## src/rtl/ltp_pkg.sv

```systemverilog
// ltp_pkg: shared encodings and edge-qualify helper for level_to_pulse_array
package ltp_pkg;

   typedef enum logic [1:0] {
      MODE_OFF  = 2'b00,
      MODE_RISE = 2'b01,
      MODE_FALL = 2'b10,
      MODE_BOTH = 2'b11
   } mode_t;

   typedef enum logic {
      IDLE   = 1'b0,
      ACTIVE = 1'b1
   } state_t;

   function automatic logic qualify(input logic [1:0] m, input logic rise, input logic fall);
      return (rise & m[0]) | (fall & m[1]);
   endfunction

endpackage

```

## src/rtl/ltp_channel.sv

```systemverilog
// ltp_channel: one edge-to-pulse channel; LTP_SYNC_EN adds a two-flop input synchroniser
module ltp_channel
   import ltp_pkg::*;
#(
   parameter int PULSE_LEN = 1
) (
   input  logic       clk,
   input  logic       reset,
   input  logic       level,
   input  logic [1:0] mode,
   output logic       pulse
);

   localparam logic [7:0] RELOAD = 8'(PULSE_LEN - 1);

   logic       lvl;
   logic       level_q;
   logic       trig;
   logic [7:0] cnt;
   state_t     state;

`ifdef LTP_SYNC_EN
   logic [1:0] sync;

   // two-flop synchroniser for an asynchronous level
   always_ff @(posedge clk or negedge reset)
      if (!reset) sync <= 2'b00;
      else        sync <= {sync[0], level};

   assign lvl = sync[1];
`else
   assign lvl = level;
`endif

   assign trig = qualify(mode, lvl & ~level_q, ~lvl & level_q);

   // edge history plus IDLE/ACTIVE pulse timer; pulse is a flop tracking ACTIVE
   always_ff @(posedge clk or negedge reset)
      if (!reset) begin
         level_q <= 1'b0;
         state   <= IDLE;
         cnt     <= 8'd0;
         pulse   <= 1'b0;
      end else begin
         level_q <= lvl;
         case (state)
            IDLE:
               if (trig) begin
                  state <= ACTIVE;
                  cnt   <= RELOAD;
                  pulse <= 1'b1;
               end
            ACTIVE:
               if (trig) cnt <= RELOAD;
               else if (cnt == 8'd0) begin
                  state <= IDLE;
                  pulse <= 1'b0;
               end else cnt <= cnt - 8'd1;
            default: begin
               state <= IDLE;
               pulse <= 1'b0;
            end
         endcase
      end

endmodule

```

## src/rtl/level_to_pulse_array.sv

```systemverilog
// level_to_pulse_array: N independent level-edge to fixed-width pulse channels (option LTP_SYNC_EN)
module level_to_pulse_array
   import ltp_pkg::*;
#(
   parameter int N         = 4,
   parameter int PULSE_LEN = 1
) (
   input  logic           clk,
   input  logic           reset,
   input  logic [N-1:0]   level,
   input  logic [2*N-1:0] mode,
   output logic [N-1:0]   pulse,
   output logic           any_pulse
);

   for (genvar i = 0; i < N; i++) begin : g_ch
      ltp_channel #(.PULSE_LEN(PULSE_LEN)) u_ch (
         .clk   (clk),
         .reset (reset),
         .level (level[i]),
         .mode  (mode[2*i +: 2]),
         .pulse (pulse[i])
      );
   end

   assign any_pulse = |pulse;

endmodule

```

## config.mk

```make
export PLATFORM = sky130hd
export DESIGN_NAME = level_to_pulse_array
export DESIGN_NICKNAME = d
export VERILOG_FILES = /design/src/rtl/ltp_pkg.sv /design/src/rtl/ltp_channel.sv /design/src/rtl/level_to_pulse_array.sv
export SDC_FILE = /design/constraint.sdc
export NUM_CORES = 1
export LEC_CHECK = 0
export ABC_AREA = 1
export CAP_MARGIN = 20
export CORE_ASPECT_RATIO = 0.7
export CORE_MARGIN = 2
export CORE_UTILIZATION = 35
export CTS_BUF_LIST = sky130_fd_sc_hd__clkbuf_4
export DETAILED_ROUTE_END_ITERATION = 6
export SETUP_SLACK_MARGIN = 0.2
export SYNTH_ARGS = -nofsm -noshare
export SYNTH_HDL_FRONTEND = slang
export SYNTH_SLANG_ARGS = --single-unit
```

## constraint.sdc

```tcl
create_clock -name clk -period 4.3 [get_ports clk]
set_clock_uncertainty 0.2 [all_clocks]
set_input_delay 0.86 -clock clk [delete_from_list [all_inputs] [get_ports clk]]
set_output_delay 0.86 -clock clk [all_outputs]
set_load 0.01 [all_outputs]
```

Yosys cells after proc, flatten, opt, wreduce, memory -nomap -nowiden
Cells that the tools add are included.
{"block": "totals", "regBits": 44, "latch_bits": 0, "ramBits": 0, "mem_bits_ro": 0, "out_inout_bits": 5, "mem_count": 0}
{"block": "op_classes", "n_addsub": 4, "multipliers": 0, "div": 0, "magnitude_cmp": 0, "n_eq_ne": 16, "shifts": 0, "mux": 48, "n_bitwise": 32, "n_reduce_logical": 13}
{"operator": "$mux 8", "count": 12}
{"operator": "$pmux 8 s2", "count": 4}
{"operator": "$logic_not 8->1", "count": 4}
{"operator": "$sub 8x1->8 const B", "count": 4}
{"operator": "$mux 1", "count": 24}
{"operator": "$and 1x1->1", "count": 16}
{"operator": "$ne 2x2->1 const B", "count": 8}
{"operator": "$pmux 1 s2", "count": 8}
{"operator": "$ne 3x2->1 const B", "count": 4}
{"operator": "$not 1->1", "count": 12}
{"operator": "$reduce_and 3->1", "count": 4}
{"operator": "$ne 2x1->1 const B", "count": 4}
{"operator": "$reduce_and 2->1", "count": 4}
{"operator": "$or 1x1->1", "count": 4}
{"operator": "$reduce_or 4->1", "count": 1}

Longest topological paths before layout
{"block": "depth", "ltp_word": 6, "depth_mapped": 8, "mapped_depth_nobuf": 8}

By module
Synthesis repeated with hierarchy kept, for this count alone.
{"block": "hier_totals", "hier_cells": 355, "area_unflattened_um2": 2693.8}
{"module": "ltp_channel", "instances": 4, "cells_per_inst": 88, "area_per_inst_um2": 670.6, "seq_area_each_um2": 275.3}
{"module": "level_to_pulse_array", "instances": 1, "cells_per_inst": 3, "area_per_inst_um2": 11.3, "seq_area_each_um2": 0.0}

Least setup slack after synthesis
OpenSTA, ideal clock, no wires.
{"block": "synth_path", "path_type": "reg2out", "from": "reg g_ch[1].u_ch.pulse", "to": "out any_pulse", "arrival_time_ps": 934, "t_required_ps": 3240, "slack_ps": 2306, "stages_incl_launch_ff": 2, "path_buffers": 0, "path_cell_list": "dfrtp_1 -> or4_1"}
{"block": "synth_between", "elab_chain_len": 1}
{"item": "start: declaration", "line": "ltp_channel.sv:11", "rtl": "output logic pulse"}
{"item": "start signal: assignment", "line": "ltp_channel.sv:43", "rtl": "pulse <= 1'b0;"}
{"item": "start signal: assignment", "line": "ltp_channel.sv:51", "rtl": "pulse <= 1'b1;"}
{"item": "start signal: assignment", "line": "ltp_channel.sv:57", "rtl": "pulse <= 1'b0;"}
{"item": "$reduce_or 4->1", "line": "level_to_pulse_array.sv:26", "rtl": "assign any_pulse = |pulse;"}
{"item": "end: declaration", "line": "level_to_pulse_array.sv:13", "rtl": "output logic any_pulse"}
Every way passes these cells.

Worst setup path after layout
Ends and elaborated chain as after synthesis.

==> flow_metrics.py <==
metrics = {
    "min_path": {
        "worstHoldPathType": "in2async",
    },
    "routing": {
        "drtAntennaViolNets": 0,
        "routed_wl_mm": 4.859,
        "first_iter_violations": 94,
        "wl_per_cell_um": 11.20,
        "via_per_inst": 4.558,
        "drc": 0,
        "dr.pass1.iters": 4,
        "num_vias": 1978,
    },
    "clock_network": {
        "cts_tree": "built",
        "cts_max_level": 2,
        "clkSlewWorstSetupHoldPaths_ns": 0.14,
        "clockBufferDepth": 2,
        "post_cts_buffers": 0,
        "clkSinkCount": 44,
        "numCtsBuffers": 5,
        "root_buffer": "clkbuf_4",
        "post_cts_resized": 0,
        "hold_buffers": 0,
        "clk_latency_ns": 0.36,
    },
    "yosys": {
        "syn_area_per_cell_um2": 7.804,
        "yosys_warnings": 0,
        "synthesis.area_mm2": 0.002497,
        "synth_cell_types": 30,
        "synthesis.nets": 342,
        "ys_ff_latch": 44,
        "yosysSeqAreaShare_pct": 44.09,
        "synthCells": 320,
    },
    "floorplanning": {
        "core-area_mm2": 0.006819,
        "dieArea_mm2": 0.007838,
        "die_x_um": 105.0,
        "start_util_pct": 36.62,
        "boundaryPins": 19,
        "num_rows": 25,
        "die_height_um": 74.68,
    },
    "cells_and_area": {
        "fin_area_mm2": 0.002818,
        "fill_cells": 704,
        "synthToLayoutAreaGrowth_pct": 12.83,
        "layout_common_cells": "nand2_1, dfrtp_1, nor2_1",
        "final_util_pct": 41.32,
        "nets": 361,
        "drive_above_1_share_pct": 10.88,
        "mostFrequentLayoutCell": "nand2_1",
        "final_cells": 434,
        "diodes": 0,
    },
    "sta": {
        "slew_headroom_pct": 71.84,
        "rsz0062_at_grt": "false",
        "fin_tns_setup_ns": 0,
        "hold_viol_final": 0,
        "fmax_ghz": 0.3511,
        "setup_slack_ns": 1.452,
        "fin_crit_sh_pct": 66.23,
        "worst_slew_pin_slew_ns": 0.4214,
        "maxSlewViolCount": 0,
        "period_needed_ns": 2.848,
        "setup_viol_count_final": 0,
    },
    "setup_path": {
        "startpoint_type": "register",
        "path_buf_inv": 1,
        "cpPeakStageDelay_ns": 0.52,
        "crit_fanout": 3,
        "end_kind": "output port",
        "criticalPathCategory": "reg2out",
        "arrival_ns": 1.79,
        "r2r_start": "g_ch[0].u_ch.cnt[0]",
        "regToRegSetupSlack_ns": 2.50,
        "critical_path.slowest_cell": "or4_1",
        "cp.required_ns": 3.24,
        "cp_top_family": "simple AND/OR/NAND/NOR gates",
        "crit_start": "g_ch[1].u_ch.pulse",
        "path_cells": "or4_1 > clkdlybuf4s50_1",
    },
    "global_routing": {
        "grt_usage_pct": 14.32,
        "grt_antenna_before_repair": 0,
        "grt_pass1_wl_mm": 9.018,
        "grt_overflow_total": 0,
        "grt_max_degree": 45,
        "grt_pass1_vias": 1975,
    },
    "place": {
        "gp_congestion": 0.8300,
        "numPlacedInstances": 425,
        "dp_slack_ns": 1.842,
        "port_buffers": 18,
        "place_area_mm2": 0.002746,
        "dp_hpwl_mm": 3.529,
    },
    "status": {
        "outcome": "complete, no violations",
    },
    "power_and_ir_drop": {
        "p_leak_uw": 0.001433,
        "peakVddDrop_mv": 0.2805,
        "p_per_area_mw_per_mm2": 696.8,
    },
    "flow_run": {
        "drv_cap": 0,
    },
}
==> worst paths after layout <==
path                                             to  cells past startpoint
worst min register to register  g_ch[2].u_ch.cnt[0]                      1
max in group asynchronous       g_ch[0].u_ch.cnt[3]                      2
worst max-delay path                      any_pulse                      2
worst min-delay path            g_ch[3].u_ch.cnt[6]                      1
worst max register to register  g_ch[0].u_ch.cnt[5]                      7
min in group clk                g_ch[2].u_ch.cnt[0]                      1
==> final cells by class <==
| cell class | count | area [um2] | area share, % |
|---|---|---|---|
| multi-input cells | 223 | 1179 | 41.83 |
| flip-flops and latches | 44 | 1101 | 39.08 |
| repair buffers | 19 | 195.2 | 6.927 |
| inverters | 46 | 173.9 | 6.172 |
| well taps | 94 | 117.6 | 4.174 |
| clock buffers | 5 | 37.54 | 1.332 |
| clock inverters | 3 | 13.76 | 0.4885 |
==> Yosys cell counts, drive strengths merged <==
cell	count	share of area, %
nor3	3	0.60
xor2	11	3.9
nand3b	1	0.30
ha	8	4.0
nor3b	1	0.30
o21bai	1	0.30
nand4	10	2.5
or4	1	0.30
clkbuf	1	0.15
dfrtp	44	44
a21o	2	0.60
o21ai	22	5.3
nor2	45	7.7
o22ai	5	1.3
clkinv	1	0.20
inv	45	6.8
a21oi	11	2.2
nand2	73	12
nand3	29	6.0
buf	6	1.6
==> flip-flops by register name, indices dropped and copies added, names as in the netlist <==
name               flops
g_ch.u_ch.cnt         32
g_ch.u_ch.level_q      4
g_ch.u_ch.pulse        4
g_ch.u_ch.state        4
==> cells by family after synthesis <==
logic type | after synthesis | synth area share (%)
buf+inv | 53 | 8.717
xor+xnor | 11 | 3.858
fa+ha+maj | 8 | 4.008
simple gates | 163 | 29.66
compound gates | 41 | 9.670
flops | 44 | 44.09
==> stage by stage <==
step,hold WS [ns],total power (uW)
after floorplan,0.2646,1544
after global placement,0.2819,1752
after detailed placement,0.2865,1774
after CTS,0.3080,1977
after global routing,0.1953,2196
final,0.2077,1963
==> power breakdown <==
group | total, uW | internal (uW) | switching (uW)
Combinational | 1040 | 402 | 640
Clock | 195 | 60.3 | 135
Sequential | 726 | 570 | 156
Total | 1960 | 1030 | 931
==> per-layer routing <==
layer	up-vias	part of all wire (%)	global-route usage (%)
li1	1065	-	-
met1	888	55	20.58
met2	21	41	22.29
met3	4	2.7	3.030
met4	0	0.80	3.852
met5	-	0	0
No activity file was read; power rests on OpenSTA's default activity.
